<file path="src/rtl/rsa_encrypt.sv">
// 32-bit modular exponentiation c = m^e mod n: restoring division for m mod n, then
// constant-time right-to-left square-and-multiply using two parallel shift-add multipliers.
module rsa_encrypt (
    input  logic        clk,
    input  logic        rst_n,
    input  logic        start,
    input  logic [31:0] m,
    input  logic [31:0] e,
    input  logic [31:0] n,
    output logic        busy,
    output logic        done,
    output logic [31:0] c,
    output logic        err
);

    typedef enum logic [1:0] {StIdle, StLoad, StExp, StDone} state_e;

    state_e      state_q, state_d;
    logic [31:0] m_q, e_q, c_q;
    logic [33:0] n_q, rem_q, base_q, result_q, acc_r_q, acc_b_q;
    logic [4:0]  cnt_q, bit_q;
    logic        err_q;

    logic [33:0] rem_shift, rem_next, acc_r_next, acc_b_next;
    logic        mul_bit;

    // acc < n, so 2*acc + add < 3n: two conditional subtractions always suffice.
    function automatic logic [33:0] mod_step(input logic [33:0] acc, input logic [33:0] add,
                                             input logic [33:0] modulus);
        logic [33:0] t;
        t = (acc << 1) + add;
        if (t >= modulus) t = t - modulus;
        if (t >= modulus) t = t - modulus;
        return t;
    endfunction

    always_comb begin
        rem_shift  = (rem_q << 1) | {33'b0, m_q[31]};
        rem_next   = (rem_shift >= n_q) ? rem_shift - n_q : rem_shift;
        mul_bit    = base_q[5'd31 - cnt_q];
        acc_r_next = mod_step(acc_r_q, mul_bit ? result_q : 34'd0, n_q);
        acc_b_next = mod_step(acc_b_q, mul_bit ? base_q : 34'd0, n_q);
    end

    always_comb begin
        state_d = state_q;
        unique case (state_q)
            StIdle: if (start) state_d = (n[31:1] == 31'd0) ? StDone : StLoad;
            StLoad: if (cnt_q == 5'd31) state_d = StExp;
            StExp:  if (cnt_q == 5'd31 && bit_q == 5'd31) state_d = StDone;
            StDone: state_d = StIdle;
            default: state_d = StIdle;
        endcase
    end

    always_ff @(posedge clk or negedge rst_n) begin
        if (!rst_n) state_q <= StIdle;
        else        state_q <= state_d;
    end

    always_ff @(posedge clk or negedge rst_n) begin
        if (!rst_n) begin
            m_q      <= '0;
            e_q      <= '0;
            n_q      <= '0;
            rem_q    <= '0;
            base_q   <= '0;
            result_q <= '0;
            acc_r_q  <= '0;
            acc_b_q  <= '0;
            cnt_q    <= '0;
            bit_q    <= '0;
            c_q      <= '0;
            err_q    <= 1'b0;
        end else begin
            unique case (state_q)
                StIdle: begin
                    if (start) begin
                        m_q   <= m;
                        e_q   <= e;
                        n_q   <= {2'b00, n};
                        rem_q <= '0;
                        cnt_q <= '0;
                        bit_q <= '0;
                        if (n[31:1] == 31'd0) begin
                            c_q   <= '0;
                            err_q <= 1'b1;
                        end
                    end
                end
                StLoad: begin
                    rem_q <= rem_next;
                    m_q   <= m_q << 1;
                    cnt_q <= cnt_q + 5'd1;
                    if (cnt_q == 5'd31) begin
                        base_q   <= rem_next;
                        result_q <= 34'd1;
                        acc_r_q  <= '0;
                        acc_b_q  <= '0;
                    end
                end
                StExp: begin
                    cnt_q <= cnt_q + 5'd1;
                    if (cnt_q == 5'd31) begin
                        // Both products are complete: commit and start the next exponent bit.
                        if (e_q[0]) result_q <= acc_r_next;
                        base_q  <= acc_b_next;
                        e_q     <= e_q >> 1;
                        bit_q   <= bit_q + 5'd1;
                        acc_r_q <= '0;
                        acc_b_q <= '0;
                        if (bit_q == 5'd31) begin
                            c_q   <= e_q[0] ? acc_r_next[31:0] : result_q[31:0];
                            err_q <= 1'b0;
                        end
                    end else begin
                        acc_r_q <= acc_r_next;
                        acc_b_q <= acc_b_next;
                    end
                end
                StDone: ;
                default: ;
            endcase
        end
    end

    assign busy = (state_q != StIdle);
    assign done = (state_q == StDone);
    assign c    = c_q;
    assign err  = err_q;

endmodule

</file>
<file path="config.mk">
export PLATFORM = sky130hd
export DESIGN_NAME = rsa_encrypt
export DESIGN_NICKNAME = d
export VERILOG_FILES = /design/src/rtl/rsa_encrypt.sv
export SDC_FILE = /design/constraint.sdc
export NUM_CORES = 1
export LEC_CHECK = 0
export ABC_CLOCK_PERIOD_IN_PS = 12880
export CAP_MARGIN = 15
export CORE_AREA = 4 4 227 229
export DETAILED_ROUTE_END_ITERATION = 8
export DIE_AREA = 0 0 231 233
export PLACE_DENSITY = 0.73
export SKIP_LAST_GASP = 1
export SLEW_MARGIN = 20
export SYNTH_ARGS = -nofsm -noshare
export SYNTH_HDL_FRONTEND = slang
export SYNTH_SLANG_ARGS = --single-unit
</file>
<file path="constraint.sdc">
create_clock -name clk -period 12.88 [get_ports clk]
set_input_delay 2.576 -clock clk [delete_from_list [all_inputs] [get_ports clk]]
set_output_delay 2.576 -clock clk [all_outputs]
set_load 0.02 [all_outputs]
</file>
======== After elaboration in Yosys (flattened, before gate mapping) ========
Cells that the tools add are included.
word-level totals
  input bits .............................. 99
  word-level logic and storage cells ...... 108
  register bits ........................... 308
operators by class
  eq/ne operators ......................... 12
  bitwise operators ....................... 1
  order comparisons ....................... 6
  muxes and demuxes ....................... 48
  add/sub/neg operators ................... 10
  reductions and logical operators ........ 18
operators with widths
  kind                   number
  $mux W34               12
  $mux W32               8
  $pmux W33 S2           3
  $pmux W32 S2           3
  $ge A34 B32 Y1         5
  $sub A34 B32 Y34       5
  $pmux W34 S2           2
  $mux W33               4
  $add A34 B34 Y34       2
  $or A34 B1 Y34         1
  $logic_not A31 Y1      1
  $pmux W5 S2            2
  $ne A2 B2 Y1 const B   7
  $add A5 B1 Y5 const B  2
  $eq A5 B5 Y1 const B   2
  $mux W5                2
  $reduce_bool A2 Y1     5
  $reduce_and A3 Y1      3
  $mux W2                4
  $pmux W2 S4            1
  $reduce_and A2 Y1      4
  $lt A5 B7 Y1 const B   1
  $bmux W1 S5            1
  $mux W1                5
  9 further kinds        10

======== Longest topological paths before layout ========
Gate-level depths: netlist (run 1).
  depth after elaboration ................. 13
  depth in mapped cells ................... 49
  depth with buffers taken out ............ 41

======== Least setup slack after synthesis (run 1) ========
Ideal clock, no wire load.
  path type ............................... reg2reg
  start ................................... register cnt_q[0]
  end ..................................... register c_q[20], in the netlist c[20]
  cell stages (with the launch flop) ...... 43
  setup slack ............................. 3.383 ns
  period minus slack after synthesis ...... 9.497 ns
  arrival ................................. 9.377 ns
  cells stage by stage .................... dfrtp_1 -> buf_6 -> mux4_2 -> mux4_2 -> nand2_2 -> nand3_4 -> clkbuf_1 -> clkbuf_1 -> and2_1 -> ha_1 -> fa_1 -> a211o_1 -> o211ai_1 -> a211oi_1 -> o21ai_1 -> o21a_1 -> o21bai_1 -> a21oi_1 -> [7 not listed] -> and2_1 -> o211ai_2 -> buf_2 -> mux2_2 -> ha_1 -> fa_1 -> nand2b_1 -> a211oi_1 -> o211ai_1 -> a21boi_0 -> nor2_1 -> o21ai_0 -> a221oi_1 -> and4_1 -> buf_6 -> buf_8 -> mux2_4 -> a41o_1
on the way
  cells in the longest elaborated chain, start to end .. 13
  elaborated cells between the ends (all ways) .. 18
  classes of those cells .................. add/sub (4); order compare (2); eq/ne (2); mux (9); reduce/logical (1)
RTL lines
  what                                                       line  source
  start: declaration                                         21    logic [4:0] cnt_q, bit_q;
  start signal: assignment                                   94    cnt_q <= cnt_q + 5'd1;
  start signal: assignment                                   103   cnt_q <= cnt_q + 5'd1;
  $sub A5 B5 Y5                                              40    mul_bit = base_q[5'd31 - cnt_q];
  $bmux W1 S5                                                40
  $mux W1 (implied by the code)                              40
  $mux W34                                                   41    acc_r_next = mod_step(acc_r_q, mul_bit ? result_q : 34'd0, n_q);
  $add A34 B34 Y34                                           31    t = (acc << 1) + add;
  $sub A34 B32 Y34 / $ge A34 B32 Y1 (equally long branches)  32    if (t >= modulus) t = t - modulus;
  $mux W34                                                   32
  $sub A34 B32 Y34 / $ge A34 B32 Y1 (equally long branches)  33    if (t >= modulus) t = t - modulus;
  $mux W34                                                   33
  $mux W32                                                   113   c_q <= e_q[0] ? acc_r_next[31:0] : result_q[31:0];
  $mux W32                                                   112   if (bit_q == 5'd31) begin
  $mux W32                                                   104   if (cnt_q == 5'd31) begin
  $pmux W32 S2                                               76    unique case (state_q)
  end signal: assignment                                     113
  end: declaration                                           19    logic [31:0] m_q, e_q, c_q;
Parallel ways exist; a longest one is shown, timed or not. The select of a mux whose other input is x is not followed.
A chain may end at the register's enable or synchronous reset.

======== Worst setup path after layout (run 1) ========
  start ................................... register cnt_q[0]
  end ..................................... register c_q[13], in the netlist c[13]
The elaborated chain is that of the path after synthesis.

==> results of run 1 <==
==> cell families (layout without fill, tap and decap cells) <==
group           after synthesis  after routing  share of synthesized area [%]
compound gates             1078           1078                           25.3
xor+xnor                    198            198                           6.45
fa+ha+maj                   239            239                           11.3
buf+inv                     259            353                           3.96
flops                       308            308                           28.6
mux                         233            233                           9.44
simple gates                862            862                           15.0
==> worst paths after layout <==
kind                                to  startpoint  cells after the start  slack [ns]
max                              c[13]    cnt_q[0]                     36        0.77
min                            m_q[20]     m_q[20]                      2        0.48
max reg2reg                      c[13]    cnt_q[0]                     36        0.77
min reg2reg                    m_q[20]     m_q[20]                      2        0.48
max in group asynchronous    rem_q[17]       rst_n                      3        8.64
min in group asynchronous  acc_r_q[28]       rst_n                      1        2.11
==> synth_stat cells, types with 28 or more instances <==
library cell / n / area (um^2)
sky130_fd_sc_hd__a211oi_1: 50 / 375
sky130_fd_sc_hd__mux2_2: 69 / 777
sky130_fd_sc_hd__dfrtp_1: 308 / 7710
sky130_fd_sc_hd__ha_1: 232 / 2900
sky130_fd_sc_hd__o21bai_1: 28 / 210
sky130_fd_sc_hd__nand3_1: 49 / 245
sky130_fd_sc_hd__nand4_1: 28 / 175
sky130_fd_sc_hd__inv_1: 113 / 424
sky130_fd_sc_hd__xnor2_1: 130 / 1140
sky130_fd_sc_hd__clkbuf_1: 124 / 465
sky130_fd_sc_hd__mux2i_1: 145 / 1450
sky130_fd_sc_hd__nor2_1: 214 / 803
sky130_fd_sc_hd__nor3_1: 38 / 190
sky130_fd_sc_hd__a22o_1: 38 / 333
sky130_fd_sc_hd__xor2_1: 67 / 587
sky130_fd_sc_hd__a21oi_1: 300 / 1500
sky130_fd_sc_hd__nand2_1: 308 / 1160
sky130_fd_sc_hd__o21ai_0: 276 / 1380
sky130_fd_sc_hd__a21o_1: 101 / 758
sky130_fd_sc_hd__o21ai_1: 39 / 195
sky130_fd_sc_hd__and2_1: 81 / 507
sky130_fd_sc_hd__o21a_1: 36 / 270
==> critical path, delay by kind of cell, from the launching register on <==
kind	cells	cell delay (ns)
compound gates	16	5.02
simple gates	9	2.45
mux	4	1.86
fa+ha+maj	4	1.40
flops	1	0.67
buf+inv	2	0.37
xor+xnor	1	0.18
==> per-stage QoR <==
stage / cell area [um^2] / instances / util, %
6_report: 30200 / 3943 / 60.8
2_1_floorplan: 27000 / 3177 / -
3_3_place_gp: 28900 / 3876 / 58.2
5_1_grt: 30200 / 3943 / 60.8
4_1_cts: 30200 / 3943 / 60.8
3_5_place_dp: 28900 / 3876 / 58.2
==> registers in the layout, indices dropped and copies added, names as in the netlist <==
register / count
state_q: 2
result_q: 34
m_q: 32
acc_r_q: 33
c: 32
bit_q: 5
base_q: 34
e_q: 32
n_q: 32
rem_q: 33
err: 1
acc_b_q: 33
cnt_q: 5
==> per-layer routing <==
layer	global-route usage (%)	up-vias	wire length, um
met5	0	-	25
met4	15.2	4	4710
met3	6.02	254	6860
met2	52.4	1015	41300
met1	43.3	12200	38300
li1	-	11800	-
==> layout make-up <==
| type | count | share of cell area (%) |
|---|---|---|
| multi-input combinational | 2610 | 60.6 |
| sequential | 308 | 25.5 |
| timing repair buffer | 173 | 5.46 |
| clock buffer | 50 | 3.50 |
| tap | 672 | 2.78 |
| inverter | 113 | 1.40 |
| clock inverter | 17 | 0.733 |
==> results.txt, run 1 <==
* Count of mapped cells out of synthesis: about 3200
- Row generation in the floorplan step produced 82 rows.
* Buffers inserted by post-CTS timing repair: 0
- Wire length of the first global-routing pass: 139 mm
- Number of vias after detailed routing: 25300
* Number of synthesized register bits: 308
- The run finished with clean final reports.
- For this run, the post-layout net count is 3582.
* Post-route fraction of the period consumed by the critical path: 94.0%
* Worst EP required: 13.38 ns
- At the end of routability-driven placement, the weighted congestion stood at 1.03.
- Clock tree synthesis selected as its root buffer the cell sky130_fd_sc_hd__clkbuf_16.
- Flip-flop and latch area: around 7700 um^2
- STA classifies the critical path endpoint as a flop.
- The die is roughly 230 um wide.
- Port-buffer cells: 133
- The via count of the first global-routing pass was approximately 24000.
- Detailed Route Iter0 Violations: 2343
* Pins over their slew limit: 0
- Yosys printed 0 warnings.
- Number of distinct library cells after synthesis: 98
- On the worst path, the slowest cell contributes a delay of about 0.69 ns.
- Counting every net in the synthesized netlist gives about 3500.
* Slowest CP cell: sky130_fd_sc_hd__o21ai_0
- The clock tree synthesis step divided the H-tree into 2 levels.
- DR DRC count: 0
* Transition time of the tightest slew-check pin: 1.12 ns
- Post-layout min period: 12.11 ns
- Number of I/O pins: 134
* Sequential cell area fraction in the yosys report: approximately 29%
- Combined area of the multi-input logic cells: 18300 um^2
- Among all flip-flop cells after synthesis, the most frequent one is sky130_fd_sc_hd__dfrtp_1.
* Setup repair after global routing missed its margin: false
* Fmax: 82.6 MHz
- Overall overflow remaining after global route: 0
* Die area: 53800 um^2
- In this run, post-CTS repair resized a total of 0 instances.
* Proportion of synthesized flip-flops having asynchronous set or reset: 100%
- Of all nets on the critical path, the largest fanout is a little under 50.
- At the later pin of the worst-skew pair, clock insertion delay measures 0.58 ns.
- Critical path start-end classification: reg -> reg
- Final setup violation count: 0
* DR pass1 iterations: 8
* Post-detail-place hpwl: 69.2 mm
- Data arrival time of the critical path: 12.61 ns
- Number of synthesized flops with an enable pin: 0
* Starting density of the core: approximately 54%
- In the final timing run, aggregate negative setup slack is 0 ns.
- Measured against its own limit, the worst slew margin works out to between 20% and 30%.
- Y dimension of the die: 233 um
- Clock-pin slew was measured on the worst setup and hold paths at roughly 0.060 ns.
- Once detail routing completed, the nets flagged for antenna violations numbered 0.
- Post-place setup slack: 1.13 ns
- The average instance in the mapped netlist occupies approximately 8.5 um^2.
- Layout cell share with drive strength beyond 1: between 7 and 8%
- Between clock sinks in the finished design, the worst skew comes to 0.0236 ns.
- Post-route worst setup slack: 0.767 ns
- Hold Worst Slack: 0.478 ns
* Crit start category: flop
- Final Hold Violating Endpoints: 0
* Number of max-cap violations: 0
- Core area: between 40000 and 50000 um^2
* CTS sink count: between 300 and 400
* Number of buffers added by the clock tree synthesis step: 38
* Wire length after detailed routing: ~90 mm
- Netlist area before placement: 27000 um^2
- The repair_antennas step left the layout with diodes totalling 0.
- Clock tree from TritonCTS: built
- # hold bufs at CTS: 0
- FILL cells: 4419
* Largest net degree at the start of global routing: around 120
* Drt wl/cell: about 23 um
- Total routing usage reported by global routing: 32.8%
- The path class of the tightest hold or removal check is reg -> reg.
* Area delta synth->final: 11.9%
* Routed via count divided by cell count: 6.41
- Leaving out fill and tap cells, the most frequent cells in the layout are sky130_fd_sc_hd__nand2_1 (308), sky130_fd_sc_hd__dfrtp_1 (308), sky130_fd_sc_hd__a21oi_1 (300).
- Longest Clk Path Bufs: 3
* Antenna violations before repair: 3
* Cell mode on critical path: sky130_fd_sc_hd__ha_1
Power of run 1 is left out: the tool's default activity adds up to more than one toggle a clock period on the data nets, which glitch-free logic cannot reach.
==> run 2: changes to the inputs <==
Settings changed: CORE_AREA 4 4 227 229 to 2 2 225 227, DIE_AREA 0 0 231 233 to 0 0 227 229.
==> run 2 against run 1 <==
  * Global-route usage rose by 0.61 points
  * Count of clock-buffer cells in the layout fell by 6
  * Routed wire length fell by 3.1%
  * Sequential share of layout area rose by 0.055 points
==> results.txt, run 2 (same netlist as run 1, synthesis figures left out) <==
- Wire length after detailed routing: 88.3 mm
- The slowest stage of the critical path belongs to the cell sky130_fd_sc_hd__and4_2.
- Overall overflow remaining after global route: 0
* Total routing usage reported by global routing: approximately a third
* Setup repair after global routing missed its margin: false
* Final TNS setup: 0 ns
* Routed via count divided by cell count: 6.40
- In the finished design, the share of the clock period the worst path needs comes to 92.0%.
- The clock drives 308 sinks.
- The first routing iteration left about 2300 violations.
- The first global-routing pass estimated between 100 and 150 mm of wire.
- Entering global routing, the biggest net connects 117 pins.
* Clock latency on the worst-skew pair: 0.58 ns
- From bottom edge to top edge, the die measures about 230 um.
- Worst EP required: 13.27 ns
* Critical path start-end classification: reg -> reg
- Pins over their slew limit: 0
- DR DRC count: 0
- Buffers inserted by post-CTS timing repair: 0
- The first detailed-routing pass took 7 iterations.
- Worst slew margin: 29.2%
* Crit start category: flop
- Worst min-delay path category: reg -> reg
- Of the cells placed in the final design, the portion with a size suffix greater than 1 is 7.17%.
- In the final routed layout, each cell accounts on average for 22.5 um.
* Number of max-cap violations: 0
- At the pin with the least slew margin, the transition time is 1.06 ns.
- Compared with the post-synthesis result, the final layout area differs by 11.7%.
- Final #Nets: ~3600
- Longest Clk Path Bufs: 3
- Starting density of the core: 54.3%
* Vias in the first global route: 23900
* Post-detail-place hpwl: roughly 67 mm
- After floorplanning, the core was divided into around 80 placement rows.
- Port-buffer cells: 133
* # hold bufs at CTS: 0
- Worst clock skew: 0.0362 ns
* Worst-path maximum fanout: 45
- During I/O placement, the number of pins put on the boundary was 134.
* CP peak stage delay: between 0.9 and 1 ns
- TritonCTS built the clock tree.
* CTS Root Cell: sky130_fd_sc_hd__clkbuf_16
- Antenna violations before repair: 3
* Top Registers: base_q x34, result_q x34
- Fmax: 84.4 MHz
- The final count of hold timing violations came to 0.
- Final setup violation count: 0
* Post-layout min period: around 12 ns
- Final RePlAce weighted congestion: 1.02
- Width of the die: 227 um
- Total of cells resized after clock tree synthesis: 0
- Reg clk slew, reported paths: roughly 0.060 ns
- Total number of H-tree levels: 2
* Top library cells by usage in the layout, fill and taps aside: sky130_fd_sc_hd__nand2_1 (308), sky130_fd_sc_hd__dfrtp_1 (308), sky130_fd_sc_hd__a21oi_1 (300)
* Antenna-violating nets left: 0
- Kind of end point of the critical path: flop
- Number of buffers added by the clock tree synthesis step: 36
- Data on the critical path arrives at its endpoint at 12.24 ns.
* Number of vias after detailed routing: 25200
- The run finished with clean final reports.
- Core area: 49700 um^2
- Die area: 52000 um^2
-- run 2: cell count changes in the layout (fill, tap and decap cells not counted), sizes merged --
cell      before  now
buf           41   35
clkinvlp       4    2
bufinv         3    5
clkbuf        50   44
clkinv         8   11
diode          0    1
-- run 2: through the flow --
stage / hold slack, ns / setup WS, ns / instance area, um^2 / std cells / util, %
after floorplan: 0.442 / 3.38 / 27000 / 3177 / -
after global placement: 0.460 / 1.66 / 28900 / 3870 / 58.1
after detailed placement: 0.469 / 1.29 / 28900 / 3870 / 58.1
after CTS: 0.481 / 1.23 / 30100 / 3934 / 60.7
after global routing: 0.497 / 0.189 / 30100 / 3934 / 60.7
final: 0.476 / 1.03 / 30100 / 3935 / 60.7
-- run 2: path summary, 6_finish.rpt --
check,startpoint,to,slack (ns),cells after the start
setup reg to reg,cnt_q[0],c[6],1.03,40
setup / recovery,cnt_q[0],c[6],1.03,40
hold reg to reg,err,err,0.48,2
min in group asynchronous,rst_n,rem_q[26],2.09,1
max in group asynchronous,rst_n,c[20],9.18,2
hold / removal,err,err,0.48,2
-- run 2: cell type report --
class                   count  area (um^2)
well taps                 672          841
flip-flops and latches    308         7710
inverters                 113          424
multi-input cells        2610        18300
clock inverters            20          278
clock buffers              44          982
repair buffers            167         1600
diodes                      1         2.50
fillers                  4418        19500
-- run 2: metal layers --
| metal | wire length (um) | GRT usage, % | share of wire (%) | up-vias |
|---|---|---|---|---|
| li1 | - | - | - | 11800 |
| met1 | 37800 | 46.0 | 43 | 12100 |
| met2 | 38100 | 50.1 | 43 | 1109 |
| met3 | 8560 | 8.26 | 9.7 | 190 |
| met4 | 3790 | 13.8 | 4.3 | 2 |
| met5 | 13 | 0 | 0.015 | - |
-- run 2: worst max-delay path: cells and delay by family, from the launching register on --
family / cells / cell delay (ns)
AOI/OAI and AO/OA: 18 / 3.88
xor gates and xnor gates: 1 / 0.10
adders and majority gates: 4 / 1.41
buffers and inverters: 4 / 0.91
DFF: 1 / 0.65
muxes: 3 / 1.48
and+or+nand+nor: 10 / 3.14
Power of run 2 is left out for the same reason.
